[config.mk]
export PLATFORM = sky130hd
export DESIGN_NAME = core_ls_lsu
export DESIGN_NICKNAME = d
export VERILOG_FILES = /design/src/rtl/core_ls_lsu.sv
export SDC_FILE = /design/constraint.sdc
export NUM_CORES = 1
export LEC_CHECK = 0
export ABC_AREA = 1
export CAP_MARGIN = 20
export CORE_ASPECT_RATIO = 1.25
export CORE_MARGIN = 3
export CORE_UTILIZATION = 39
export DETAILED_ROUTE_END_ITERATION = 7
export HOLD_SLACK_MARGIN = 0.15
export PLACE_DENSITY = 0.75
export SETUP_SLACK_MARGIN = 0.2
export SLEW_MARGIN = 5
export SYNTH_ARGS = -nofsm -noshare
export SYNTH_HDL_FRONTEND = slang
export SYNTH_SLANG_ARGS = --single-unit
[constraint.sdc]
create_clock -name clk -period 6.97 [get_ports clk]
set_clock_uncertainty 0.2 [all_clocks]
set_input_delay 1.7425 -clock clk [delete_from_list [all_inputs] [get_ports clk]]
set_output_delay 1.7425 -clock clk [all_outputs]
set_load 0.005 [all_outputs]
[src/rtl/core_ls_lsu.sv]
// Load/store + writeback stage: passes ALU results through, runs req/gnt/rvalid
// bus transactions for loads/stores, drives regfile write and MEM forwarding.
module core_ls_lsu #(
   parameter int XLEN     = 32,
   parameter int PC_WIDTH = 32,
   parameter int RFIDX_W  = 5
) (
   input  logic                clk,
   input  logic                rst,
   input  logic                valid_in,
   output logic                ready_in,
   output logic                valid_out,
   input  logic                ready_out,
   input  logic [PC_WIDTH-1:0] i_pc,
   input  logic [XLEN-1:0]     i_alu_res,
   input  logic [XLEN-1:0]     i_rs2_dat,
   input  logic                i_rd_wen,
   input  logic [RFIDX_W-1:0]  i_rd_idx,
   input  logic                i_is_load,
   input  logic                i_is_store,
   input  logic [1:0]          i_size,
   input  logic                i_unsigned,
   output logic                mem_req,
   output logic                mem_we,
   output logic [XLEN-1:0]     mem_addr,
   output logic [XLEN-1:0]     mem_wdata,
   output logic [3:0]          mem_wstrb,
   input  logic                mem_gnt,
   input  logic                mem_rvalid,
   input  logic [XLEN-1:0]     mem_rdata,
   output logic [PC_WIDTH-1:0] o_pc,
   output logic                o_misalign,
   output logic                wb_en,
   output logic [RFIDX_W-1:0]  wb_idx,
   output logic [XLEN-1:0]     wb_data,
   output logic                rd_wen_mem_fwd,
   output logic [RFIDX_W-1:0]  rd_idx_mem_fwd,
   output logic [XLEN-1:0]     rd_dat_mem_fwd,
   output logic                rd_dat_vld_mem_fwd
);

   typedef enum logic [1:0] {
      S_IDLE, S_REQ, S_RESP, S_DONE
   } state_e;

   state_e               state_q;
   logic [PC_WIDTH-1:0]  pc_q;
   logic [XLEN-1:0]      addr_q;
   logic [XLEN-1:0]      wdata_q;
   logic [3:0]           wstrb_q;
   logic [XLEN-1:0]      res_q;
   logic                 rd_wen_q;
   logic [RFIDX_W-1:0]   rd_idx_q;
   logic                 store_q;
   logic [1:0]           size_q;
   logic                 uns_q;
   logic                 mis_q;

   logic                 accept;
   logic                 in_mis;
   logic                 in_mem;
   logic [3:0]           in_wstrb;
   logic [XLEN-1:0]      in_wdata;
   logic [XLEN-1:0]      ld_sh;
   logic [XLEN-1:0]      ld_ext;
   logic                 is_req;
   logic                 is_done;

   assign is_req  = (state_q == S_REQ);
   assign is_done = (state_q == S_DONE);

   assign ready_in = (state_q == S_IDLE)
                   | (is_done & ready_out);
   assign accept   = valid_in & ready_in;
   assign in_mem   = i_is_load | i_is_store;

   // Misalignment and store lane steering from the incoming address.
   always_comb begin
      in_mis   = 1'b0;
      in_wstrb = 4'b1111;
      in_wdata = i_rs2_dat;
      unique case (i_size)
         2'b00: begin
            in_wstrb = 4'b0001 << i_alu_res[1:0];
            in_wdata = {4{i_rs2_dat[7:0]}};
         end
         2'b01: begin
            in_mis   = i_alu_res[0];
            in_wstrb = 4'b0011 << i_alu_res[1:0];
            in_wdata = {2{i_rs2_dat[15:0]}};
         end
         default: begin
            in_mis = |i_alu_res[1:0];
         end
      endcase
   end

   always_comb begin
      ld_sh  = mem_rdata >> {addr_q[1:0], 3'b000};
      ld_ext = ld_sh;
      unique case (size_q)
         2'b00: ld_ext = {{(XLEN-8){~uns_q & ld_sh[7]}},
                          ld_sh[7:0]};
         2'b01: ld_ext = {{(XLEN-16){~uns_q & ld_sh[15]}},
                          ld_sh[15:0]};
         default: ld_ext = ld_sh;
      endcase
   end

   always_ff @(posedge clk or posedge rst) begin
      if (rst) begin
         state_q  <= S_IDLE;
         pc_q     <= '0;
         addr_q   <= '0;
         wdata_q  <= '0;
         wstrb_q  <= '0;
         res_q    <= '0;
         rd_wen_q <= 1'b0;
         rd_idx_q <= '0;
         store_q  <= 1'b0;
         size_q   <= '0;
         uns_q    <= 1'b0;
         mis_q    <= 1'b0;
      end else begin
         unique case (state_q)
            S_IDLE, S_DONE: begin
               if (accept) begin
                  pc_q     <= i_pc;
                  addr_q   <= i_alu_res;
                  wdata_q  <= in_wdata;
                  wstrb_q  <= i_is_store ? in_wstrb : 4'b0000;
                  res_q    <= i_alu_res;
                  rd_wen_q <= i_rd_wen;
                  rd_idx_q <= i_rd_idx;
                  store_q  <= i_is_store;
                  size_q   <= i_size;
                  uns_q    <= i_unsigned;
                  mis_q    <= in_mem & in_mis;
                  state_q  <= (in_mem & ~in_mis) ? S_REQ : S_DONE;
               end else if (is_done & ready_out) begin
                  state_q <= S_IDLE;
               end
            end
            S_REQ: begin
               if (mem_gnt) begin
                  state_q <= store_q ? S_DONE : S_RESP;
               end
            end
            S_RESP: begin
               if (mem_rvalid) begin
                  res_q   <= ld_ext;
                  state_q <= S_DONE;
               end
            end
            default: state_q <= S_IDLE;
         endcase
      end
   end

   assign mem_req   = is_req;
   assign mem_we    = is_req & store_q;
   assign mem_addr  = is_req ? addr_q  : '0;
   assign mem_wdata = is_req ? wdata_q : '0;
   assign mem_wstrb = is_req ? wstrb_q : '0;

   assign valid_out  = is_done;
   assign o_pc       = pc_q;
   assign o_misalign = mis_q;

   assign wb_en   = is_done & ready_out & rd_wen_q & ~mis_q
                  & (rd_idx_q != '0);
   assign wb_idx  = rd_idx_q;
   assign wb_data = res_q;

   assign rd_wen_mem_fwd     = (state_q != S_IDLE) & rd_wen_q;
   assign rd_idx_mem_fwd     = rd_idx_q;
   assign rd_dat_mem_fwd     = res_q;
   assign rd_dat_vld_mem_fwd = is_done;

endmodule
Word level (Yosys, flattened, before mapping)
Cells that the tools add are included.
Word-level totals
  register bits: 145
  input port bits: 145
  output and inout port bits: 182
Cells by class
  equal/unequal tests: 9
  shifts and indexed selects: 3
  muxes and demuxes: 18
  bitwise gates (word level): 16
  reduce and logical (&&, ||, !) cells: 11
Operators by type and width (count)
  $pmux 32 s2: 3
  $mux 32: 4
  $shr 32x5->32: 1
  $and 1x1->1: 11
  $mux 2: 5
  $mux 4: 2
  $pmux 4 s2: 1
  $eq 2x1->1 const B: 3
  $logic_not 2->1: 3
  $ne 2x2->1 const B: 3
  $pmux 2 s3: 1
  $reduce_and 3->1: 2
  $reduce_bool 5->1: 1
  $eq 2x2->1 const B: 2
  $reduce_bool 2->1: 2
  $reduce_or 2->1: 2
  $shl 1x2->4 const A: 1
  $shl 2x2->4 const A: 1
  $ne 3x3->1 const B: 1
  $not 1->1: 3
  $or 1x1->1: 2
  $pmux 1 s2: 1
  $reduce_and 2->1: 1
  $mux 1: 1

Longest topological paths before layout
Gate-level depths: netlist (run 1).
  depth after elaboration: 7
  depth in mapped cells: 11

Worst setup path before layout (run 1)
OpenSTA, ideal clock, no wires.
  path type: input-to-output
  from: input port ready_out
  to: output port wb_en
  arrival time: 2.030 ns
  data required time: 5.027 ns
  path slack: 2.998 ns
  stages on the path: 4
  path buffers: 0
  path through: nand2_1 > inv_1 > nand4_1 > inv_1
Between the ends
  longest elaborated chain between the ends: 4
RTL lines
  start: declaration: RTL line 13  | input logic ready_out,
  $and 1x1->1 (3 in a row): RTL line 170  | assign wb_en = is_done & ready_out & rd_wen_q & ~mis_q
  $and 1x1->1: RTL line 171  | & (rd_idx_q != '0);
  end: declaration: RTL line 33  | output logic wb_en,
Every way passes these cells.

Final worst setup path (run 1)
Same ends and word-level chain as after synthesis.

==> metrics.md, run 1 <==
| Metric | Value |
|---|---|
| Worst R2R Start | `state_q[1]` |
| Die width | `between 100 and 150 um` |
| Fraction of synthesized cell area in xor and xnor cells | `0%` |
| Crit path capture type | `output pin` |
| Leak | `6.08 nW` |
| #FFs+latches synth | `~150` |
| Core Util, Final | `around 60%` |
| Hold/Removal Path Class | `reg -> reg` |
| Grt ovf | `0` |
| Worst setup startpoint | `ready_out` |
| Maximum VDD drop | `0.242 mV` |
| MaxCap Viol Count | `0` |
| DR pass1 iterations | `5` |
| Remaining antenna violation count after routing | `0` |
| Remaining DRCs | `0` |
| Setup_tns | `0 ns` |
| Die Y | `~170 um` |
| Synth Instances | `between 1000 and 1500` |
| Worst-path clk slew | `about 0.060 ns` |
| Wire length per cell | `between 15 and 20 um` |
| Pwr Total | `4.89 mW` |
| H-tree lvl count | `4` |
| I/O Pins | `around 330` |
| Clock Tree Root | `clkbuf_16` |
| Post-CTS Resized | `0` |
| Yosys top cell by area | `dfrtp_1` |
| CTS max path bufs | `2` |
| Hold-fix buffers, CTS | `0` |
| Syn_area_per_cell | `around 7.0 um^2` |
| CTS tree | `yes` |
| Syn Std Cell Area | `between 0.007 and 0.008 mm^2` |
| Worst hold margin | `approximately 0.28 ns` |
| Die Footprint | `0.0221 mm^2` |
| Final-report hold violation count | `0` |
| HPWL after DPL | `roughly 18000 um` |
| Final WS setup | `~2.0 ns` |
| Slew Limit Fails | `0` |
| Slew of the pin with the lowest slew margin | `approximately 1.1 ns` |
| Layout cell share with drive strength beyond 1 | `~4.2%` |
| Number of global-route vias before repair | `roughly 7800` |
| Clk sink count | `roughly 150` |
| Initial antenna violation count | `0` |
| WP data arrival | `approximately 3 ns` |
| Synth cell types | `25` |
| Proportion of netlist area held by the largest area contributor | `a little under half` |
| Period minus WS final | `5.01 ns` |
| Final setup vio count | `0` |
| Data required, critical path | `between 5 and 6 ns` |
| Crit share post-route | `a little under three quarters` |
| Post-CTS Setup Inserts | `0` |
| Synth Area in Simple Gates | `approximately a third` |
| Worst-Skew Late Latency | `0.42 ns` |
| Syn Nets | `1284` |
| Fillcell total | `roughly 1900` |
| Post-placement setup slack | `1.94 ns` |
| Ant. Diodes | `0` |
| CP Max Fanout | `3` |
| TritonCTS buffer count | `17` |
| Mux cell area share after synthesis | `0%` |
| Global-route wire length before repair | `roughly 40000 um` |
| RD Place Congestion | `0.849` |
| Status | `completed` |
| Pwr Density | `422 mW/mm^2` |
| # nets final | `around 1500` |
| Core box area | `~0.02 mm^2` |
| Synth Area in Compound Gates | `5.51%` |
| Sequential share of the synthesized area | `between 40 and 50%` |
| Layout area overhead | `45.8%` |
| WS Path Type | `in -> out` |
| Top area cells in the synthesized netlist | `dfrtp_1, nand2_1, inv_1` |
| Routed via count | `~8000` |
| Port Buffers | `326` |
| Synthesis Warnings | `0` |
| GR Util All Layers | `a little under a quarter` |
| RSZ-0062 raised after global routing | `false` |
| Synth Area in Adders | `0.630%` |
| Largest family of logic cells by synthesized area | `simple AND/OR/NAND/NOR gates` |
| Hold Path Origin | `o_pc[6]` |
| Initial DRC Count | `between 500 and 600` |
| Post-Route WL | `between 20000 and 30000 um` |
| Site Rows | `57` |
| Via density | `4.77` |
| Largest net degree at the start of global routing | `a little under 100` |
| Fmax | `~0.2 GHz` |
| Relative slew slack | `between 20 and 30%` |
| Starting Density | `around 40%` |
| Startpoint type of the worst setup path | `input port` |
cell type report:
class,count,area [um^2],area share [%]
clock inverters,13,171,1.48
multi-input cells,783,3260,28.1
clock buffers,19,443,3.82
repair buffers,333,3330,28.7
well taps,265,332,2.86
flip-flops and latches,145,3630,31.3
inverters,109,420,3.63
placed cells by master, fill, tap and decap left out, drive strengths merged:
master / Yosys / final
dfrtp: 145 / 145
inv: 109 / 114
nand3: 76 / 76
o22ai: 1 / 1
nor3: 1 / 1
clkbuf: 14 / 19
a21oi: 23 / 23
o21bai: 1 / 1
clkinv: 0 / 4
nor2: 75 / 75
ha: 4 / 4
clkinvlp: 0 / 1
buf: 84 / 7
clkdlybuf4s50: 0 / 326
nand4: 1 / 1
nand2: 542 / 542
o31a: 1 / 1
bufinv: 0 / 3
o21a: 4 / 4
o21ai: 54 / 54
registers in the layout, indices dropped and copies added (netlist names):
register        flops
size_q              2
state_q             2
store_q             1
rd_idx_mem_fwd      5
uns_q               1
o_pc               32
wdata_q            32
rd_wen_q            1
wstrb_q             4
addr_q             32
rd_dat_mem_fwd     32
o_misalign          1
power breakdown:
| part | leakage (nW) | total (mW) | internal, mW | switching [mW] |
|---|---|---|---|---|
| registers | 1.81 | 1.51 | 1.24 | 0.272 |
| clock network | 0.301 | 0.961 | 0.580 | 0.381 |
| logic | 3.97 | 2.42 | 1.15 | 1.27 |
| total | 6.08 | 4.89 | 2.97 | 1.92 |
cell families after synthesis:
| kind of cell | count (synthesis) |
|---|---|
| buffers and inverters | 207 |
| AOI/OAI and AO/OA | 84 |
| and+or+nand+nor | 695 |
| DFF | 145 |
| adders and majority gates | 4 |
through the flow:
step	instances	area, um^2
2_1_floorplan	1135	7940
6_report	1667	11600
4_1_cts	1666	11600
3_5_place_dp	1634	10900
5_1_grt	1667	11600
3_3_place_gp	1634	10900
path summary, 6_finish.rpt:
check	endpoint	slack [ns]	cells after the start
worst max register to register	o_pc[9]	3.39	8
worst max-delay path	wb_en	1.96	6
worst min-delay path	o_pc[6]	0.28	2
max in group asynchronous	size_q[0]	3.71	3
min in group asynchronous	rd_idx_mem_fwd[0]	1.70	2
worst min register to register	o_pc[6]	0.28	2
worst max-delay path: stages:
cell and delay [ns]:
clkdlybuf4s50_1 0.48, nand2_1 0.10, inv_1 0.08, nand4_1 0.10, inv_1 0.07, clkdlybuf4s50_1 0.49
Yosys cell counts:
cell	instances
nand4_1	1
buf_4	41
clkbuf_1	14
a21oi_1	23
o21bai_1	1
buf_2	32
nor2_1	75
nand2_2	10
buf_8	1
nor3_1	1
inv_1	105
buf_6	10
dfrtp_1	145
inv_4	2
o22ai_1	1
nand2_1	532
o21ai_0	49
ha_1	4
nand3_4	2
nand3_2	1
o21a_1	4
o21ai_1	5
inv_2	2
nand3_1	73
o31a_1	1
per-layer routing:
metal  part of all wire [%]  up-vias  GRT usage [%]
li1                       -     3913              -
met1                     40     3652           27.4
met2                     50      325           39.6
met3                    6.6       55           5.85
met4                    3.3        0           9.21
met5                      0        -              0
No activity file was read; power rests on OpenSTA's default activity.
==> inputs of run 2 (changes only) <==
--- a/config.mk
+++ b/config.mk
@@ -12,7 +12,7 @@
 export CORE_UTILIZATION = 39
 export DETAILED_ROUTE_END_ITERATION = 7
 export HOLD_SLACK_MARGIN = 0.15
-export PLACE_DENSITY = 0.75
+export PLACE_DENSITY = 0.78
 export SETUP_SLACK_MARGIN = 0.2
 export SLEW_MARGIN = 5
 export SYNTH_ARGS = -nofsm -noshare
==> constraint.sdc (replaced) <==
create_clock -name clk -period 4.3 [get_ports clk]
set_clock_uncertainty 0.2 [all_clocks]
set_input_delay 1.075 -clock clk [delete_from_list [all_inputs] [get_ports clk]]
set_output_delay 1.075 -clock clk [all_outputs]
set_load 0.005 [all_outputs]
==> run 2 against run 1 <==
Net effect: power grew 60%; sequential cell count is the same; combinational power grew 64%; register-to-register slack lost 1.5 ns; count of clock-buffer cells in the layout grew 1; worst hold slack is essentially flat; via count shrank 0.69%; critical endpoint unchanged; first-iteration DRC count grew 5.2%.
==> metrics.md, run 2 (same netlist as run 1, synthesis figures left out) <==
| Metric | Value |
|---|---|
| Data required, critical path | `3.02 ns (-2.01 ns)` |
| GR Util All Layers | `22.4% (-0.50 points)` |
| Post-Layout Cell Count | `1673 (+0.36%)` |
| Layout area overhead | `46.2%` |
| Min-Delay Endpoint | `addr_q[24]` |
| TritonCTS buffer count | `17 (unchanged)` |
| Site Rows | `57 (unchanged)` |
| Clock Tree Root | `clkbuf_16` |
| Slew Limit Fails | `0 (unchanged)` |
| Via density | `4.72 (-1.0%)` |
| Worst Hold Depth | `2 (unchanged)` |
| # nets final | `1543 (+0.33%)` |
| WP data arrival | `2.35 ns (-0.71 ns)` |
| Core box area | `0.0197 mm^2 (unchanged)` |
| Placed cell count | `1640 (+0.37%)` |
| Status | `completed` |
| Pwr Density | `673 mW/mm^2 (+59%)` |
| Crit path capture type | `output pin` |
| Core Util, Final | `59.0% (+0.16 points)` |
| Commonest non-fill, non-tap cell in the layout | `nand2_1` |
| DR pass1 iterations | `7 (+2)` |
| Worst-path clk slew | `0.06 ns (about the same)` |
| Worst R2R Start | `state_q[1]` |
| Startpoint type of the worst setup path | `input port` |
| CP Max Fanout | `3 (unchanged)` |
| Critical R2R Capture | `o_pc[25]` |
| Relative slew slack | `51.8% (+24 points)` |
| Worst Reg2Reg Path Length in Cells | `8 (unchanged)` |
| Fmax | `roughly 0.28 GHz` |
| Routed via count | `7890 (-0.69%)` |
| Die Y | `166 um (unchanged)` |
| Clk sink count | `145 (unchanged)` |
| Initial DRC Count | `567 (+5.2%)` |
| Global-route wire length before repair | `39500 um (-1.9%)` |
| Crit share post-route | `approximately 84%` |
| RSZ-0062 raised after global routing | `false` |
| Non-Filler Cell Area, Final | `0.0116 mm^2 (+0.27%)` |
| Number of global-route vias before repair | `7760 (-0.73%)` |
| Hold-fix buffers, CTS | `0 (unchanged)` |
| Period minus WS final | `between 3 and 4 ns` |
| Largest net degree at the start of global routing | `86 (-13%)` |
| Worst-Skew Late Latency | `0.41 ns (about the same)` |
| Final-report hold violation count | `0 (unchanged)` |
| Wire length per cell | `15.1 um (-0.96%)` |
| CTS tree | `yes` |
| Worst hold margin | `0.279 ns (-0.000451 ns)` |
| Die width | `134 um (unchanged)` |
| Most frequent cells in the layout | `nand2_1, clkdlybuf4s50_1, dfrtp_1` |
| Hold/Removal Path Class | `reg -> reg` |
| Starting Density | `40.3% (unchanged)` |
| Remaining DRCs | `0 (unchanged)` |
| RD Place Congestion | `0.877 (+3.3%)` |
| Remaining antenna violation count after routing | `0 (unchanged)` |
| Setup_tns | `0 ns (unchanged)` |
| Final setup vio count | `0 (unchanged)` |
| HPWL after DPL | `18300 um (about the same)` |
| I/O Pins | `327 (unchanged)` |
| Port Buffers | `326 (unchanged)` |
| Leak | `6.08 nW (about the same)` |
| WS Path Type | `in -> out` |
| Maximum VDD drop | `0.443 mV (+83%)` |
| Post-CTS Resized | `0 (unchanged)` |
| Initial antenna violation count | `1 (+1)` |
| Placed Area | `0.0111 mm^2 (+0.97%)` |
| Post-CTS Setup Inserts | `0 (unchanged)` |
| Slew of the pin with the lowest slew margin | `0.720 ns (-0.356 ns)` |
| Die Footprint | `0.0221 mm^2 (unchanged)` |
| H-tree lvl count | `4 (unchanged)` |
| Hold Path Origin | `addr_q[24]` |
| Post-Route WL | `25300 um (-0.60%)` |
| FF-to-FF setup slack | `1.87 ns (-1.52 ns)` |
| CTS max path bufs | `2 (unchanged)` |
| Grt ovf | `0 (unchanged)` |
| MaxCap Viol Count | `0 (unchanged)` |
| Layout cell share with drive strength beyond 1 | `4.48% (+0.27 points)` |
## run 2: cell types whose count changed in the layout (fill, tap and decap cells not counted)
cell	before	now
buf_4	6	7
buf_12	1	5
clkbuf_1	1	2
clkinv_2	3	4
clkinvlp_4	1	5
bufinv_16	3	1
diode_2	0	1
inv_8	1	0
clkinv_4	1	3
inv_6	6	1
## run 2: per-layer routing
| layer | track usage, % | vias up | share of wire, % |
|---|---|---|---|
| met1 | 27.0 | 3655 | 41 |
| met2 | 39.9 | 274 | 52 |
| met4 | 7.95 | 0 | 2.1 |
| met3 | 4.55 | 33 | 5.6 |
| li1 | - | 3928 | - |
| met5 | 0 | - | 0 |
## run 2: through the flow
step | setup WS, ns | power, mW
finish | 0.673 | 7.82
global route | 0.614 | 8.46
CTS | 0.662 | 7.88
detailed placement | 0.672 | 6.44
global placement | 0.681 | 6.34
floorplan | 1.21 | 4.83
## run 2: final cells by class
cell class                      count  area [um^2]
Clock inverter                     12          110
Timing Repair Buffer              338         3420
Sequential cell                   145         3630
Tap cell                          265          332
Clock buffer                       20          447
Multi-Input combinational cell    783         3260
Fill cell                        1839         8070
Inverter                          109          419
Antenna cell                        1         2.50
## run 2: how the worst max path moves through the flow
| stage | start | endpoint | slack [ns] | cells after the start |
|---|---|---|---|---|
| floorplan | rst | addr_q[0] | 1.21 | 1 |
| global placement | ready_out | wb_en | 0.68 | 6 |
| detailed placement | ready_out | wb_en | 0.67 | 6 |
| CTS | ready_out | wb_en | 0.66 | 6 |
| global route | ready_out | wb_en | 0.61 | 6 |
| finish | ready_out | wb_en | 0.67 | 6 |
## run 2: worst max-delay path, stage by stage
cell	delay, ns
clkdlybuf4s50_1	0.45
nand2_1	0.09
inv_1	0.08
nand4_1	0.11
inv_1	0.06
clkdlybuf4s50_1	0.49
## run 2: report_power, final
| group | internal, mW | switching (mW) |
|---|---|---|
| Sequential | 2.01 | 0.414 |
| Combinational | 1.89 | 2.10 |
| Clock | 0.812 | 0.593 |
| Total | 4.71 | 3.10 |
==> inputs of run 3 (changes only) <==
==> constraint.sdc (replaced) <==
create_clock -name clk -period 3.15 [get_ports clk]
set_clock_uncertainty 0.2 [all_clocks]
set_input_delay 0.7875 -clock clk [delete_from_list [all_inputs] [get_ports clk]]
set_output_delay 0.7875 -clock clk [all_outputs]
set_load 0.005 [all_outputs]
==> run 3 against run 2 <==
Net effect: sequential power rose by 37%; first-iteration DRC count rose by 6.3%; combinational power rose by 46%; power rose by 45%; count of clock-buffer cells in the layout did not move; register-to-register slack got worse by 1.1 ns; critical endpoint is now mem_addr[0]; worst hold slack barely moved.
==> metrics.md, run 3 (same netlist as run 1, synthesis figures left out) <==
| Metric | Value |
|---|---|
| Worst-Skew Late Latency | `0.42 ns (about the same)` |
| Hold-fix buffers, CTS | `0 (unchanged)` |
| Slowest cell on crit path | `clkdlybuf4s50_1` |
| Crit share post-route | `approximately 93%` |
| Worst hold margin | `0.279 ns (-0.0000420 ns)` |
| Crit path capture type | `output pin` |
| Site Rows | `57 (unchanged)` |
| Period minus WS final | `2.92 ns` |
| Data required, critical path | `2.16 ns (-0.86 ns)` |
| Starting Density | `40.3% (unchanged)` |
| Die Footprint | `0.0221 mm^2 (unchanged)` |
| Hold/Removal Path Class | `reg -> reg` |
| CP Max Fanout | `6 (+3)` |
| Post-Route WL | `27000 um (+6.8%)` |
| Startpoint type of the worst setup path | `register` |
| Worst-path clk slew | `0.06 ns (about the same)` |
| Final setup vio count | `0 (unchanged)` |
| FF-to-FF setup slack | `0.78 ns (-1.09 ns)` |
| CP cell instances | `inv_2 > ha_4 > buf_12 > clkbuf_16 > nand2_1 > inv_1 > clkdlybuf4s50_1` |
| DR pass1 iterations | `5 (-2)` |
| Slew of the pin with the lowest slew margin | `0.724 ns (+0.00331 ns)` |
| Status | `completed` |
| Routed via count | `8194 (+3.9%)` |
| Most frequent cells in the layout | `nand2_1, clkdlybuf4s50_1, dfrtp_1` |
| Grt ovf | `0 (unchanged)` |
| Relative slew slack | `51.6% (-0.17 points)` |
| Fmax | `roughly 0.34 GHz` |
| Setup_tns | `0 ns (unchanged)` |
| I/O Pins | `327 (unchanged)` |
| Commonest non-fill, non-tap cell in the layout | `nand2_1` |
| Placed Area | `0.0111 mm^2 (+0.72%)` |
| Internal cell power | `6.94 mW (+47%)` |
| Comb power frac | `51.5% (+0.5 points)` |
| RD Place Congestion | `0.920 (+4.9%)` |
| Non-Filler Cell Area, Final | `0.0122 mm^2 (+5.2%)` |
| Die width | `134 um (unchanged)` |
| Initial antenna violation count | `0 (-1)` |
| Largest net degree at the start of global routing | `127 (+48%)` |
| Number of global-route vias before repair | `7869 (+1.4%)` |
| Core box area | `0.0197 mm^2 (unchanged)` |
| Remaining antenna violation count after routing | `0 (unchanged)` |
| Power share of the clock group | `19.0% (+1.0 points)` |
| Layout area overhead | `53.9%` |
| Die Y | `166 um (unchanged)` |
| P_sw | `4.38 mW (+41%)` |
| Port Buffers | `326 (unchanged)` |
| Final-report hold violation count | `0 (unchanged)` |
| Leak | `7.35 nW (+21%)` |
| CTS tree | `yes` |
| Clk sink count | `145 (unchanged)` |
| # nets final | `1573 (+1.9%)` |
| Via density | `4.81 (+2.1%)` |
| RSZ-0062 raised after global routing | `true` |
| CTS max path bufs | `2 (unchanged)` |
| HPWL after DPL | `19000 um (+3.9%)` |
| Clock Tree Root | `clkbuf_16` |
| Wire length per cell | `15.9 um (+4.9%)` |
| TritonCTS buffer count | `17 (unchanged)` |
| Maximum VDD drop | `0.446 mV (+0.67%)` |
| Slew Limit Fails | `0 (unchanged)` |
| Global-route wire length before repair | `40500 um (+2.5%)` |
| H-tree lvl count | `4 (unchanged)` |
| MaxCap Viol Count | `0 (unchanged)` |
| Initial DRC Count | `603 (+6.3%)` |
| Layout cell share with drive strength beyond 1 | `6.47% (+2.0 points)` |
| Crit path largest cell delay | `0.49 ns (about the same)` |
| GR Util All Layers | `23.1% (+0.65 points)` |
| Ant. Diodes | `0 (-1)` |
| Pwr Density | `926 mW/mm^2 (+38%)` |
| WS Path Type | `reg -> out` |
| Seq pwr share | `29.4% (-1.7 points)` |
| WP data arrival | `1.93 ns (-0.42 ns)` |
| Remaining DRCs | `0 (unchanged)` |
| Sw Share | `38.7% (-1.0 points)` |
| Core Util, Final | `62.1% (+3.1 points)` |
run 3: changes by cell type in the layout (fill, tap and decap cells not counted), moves of 2 or more:
cell,previous run,this run
buf_12,5,8
buf_16,0,2
buf_4,7,25
bufinv_16,1,4
clkbuf_16,17,22
clkdlybuf4s50_1,326,268
clkinv_4,3,1
clkinvlp_4,5,3
dlygate4sd2_1,0,2
dlymetal6s2s_1,0,56
inv_6,1,3
run 3: cell type report:
type | count | area [um^2]
Timing Repair Buffer | 368 | 3960
Inverter | 109 | 419
Sequential cell | 145 | 3630
Multi-Input combinational cell | 783 | 3270
Clock inverter | 12 | 180
Clock buffer | 20 | 437
Tap cell | 265 | 332
Fill cell | 1727 | 7460
run 3: through the flow:
stage                     cells  total power, mW  setup slack (ns)
after detailed placement   1649             8.90            0.0892
after global placement     1649             8.74             0.106
final                      1702             11.3             0.232
after CTS                  1686             11.2             0.154
after floorplan            1135             6.59             0.343
after global routing       1702             12.2             0.138
run 3: metal layers:
layer,track usage (%),vias to the layer above,share of wire (%)
li1,-,3989,-
met1,27.3,3818,40
met2,40.6,332,50
met3,4.97,55,6.5
met4,9.82,0,3.3
met5,0,-,0
run 3: repair_timing:
item / 4_1_cts / 5_1_grt
resized for setup: 9 / 58
cloned: 2 / 6
endpoints found under the setup margin: 72 / 69
buffers inserted: 3 / 10
run 3: worst paths after layout:
| path | startpoint | end | cells after the start |
|---|---|---|---|
| worst max-delay path | state_q[1] | mem_addr[0] | 7 |
| worst min-delay path | wdata_q[19] | wdata_q[19] | 2 |
| worst max register to register | state_q[0] | rd_dat_mem_fwd[29] | 10 |
| worst min register to register | wdata_q[19] | wdata_q[19] | 2 |
| max in group asynchronous | rst | wdata_q[5] | 3 |
| min in group asynchronous | rst | wstrb_q[2] | 2 |
run 3: worst max-delay path, delay by kind of cell, from the launching register on:
| kind | cells | cell delay [ns] |
|---|---|---|
| buf+inv | 5 | 0.91 |
| flops | 1 | 0.39 |
| fa+ha+maj | 1 | 0.15 |
| simple gates | 1 | 0.05 |
run 3: power groups by stage:
stage          registers, mW  logic, mW  clock network (mW)
5_1_grt                 3.44       6.47                2.26
2_1_floorplan           3.24       3.35                   0
3_5_place_dp            3.34       5.56                   0
3_3_place_gp            3.32       5.42                   0
6_report                3.33       5.83                2.15
4_1_cts                 3.33       5.68                2.19
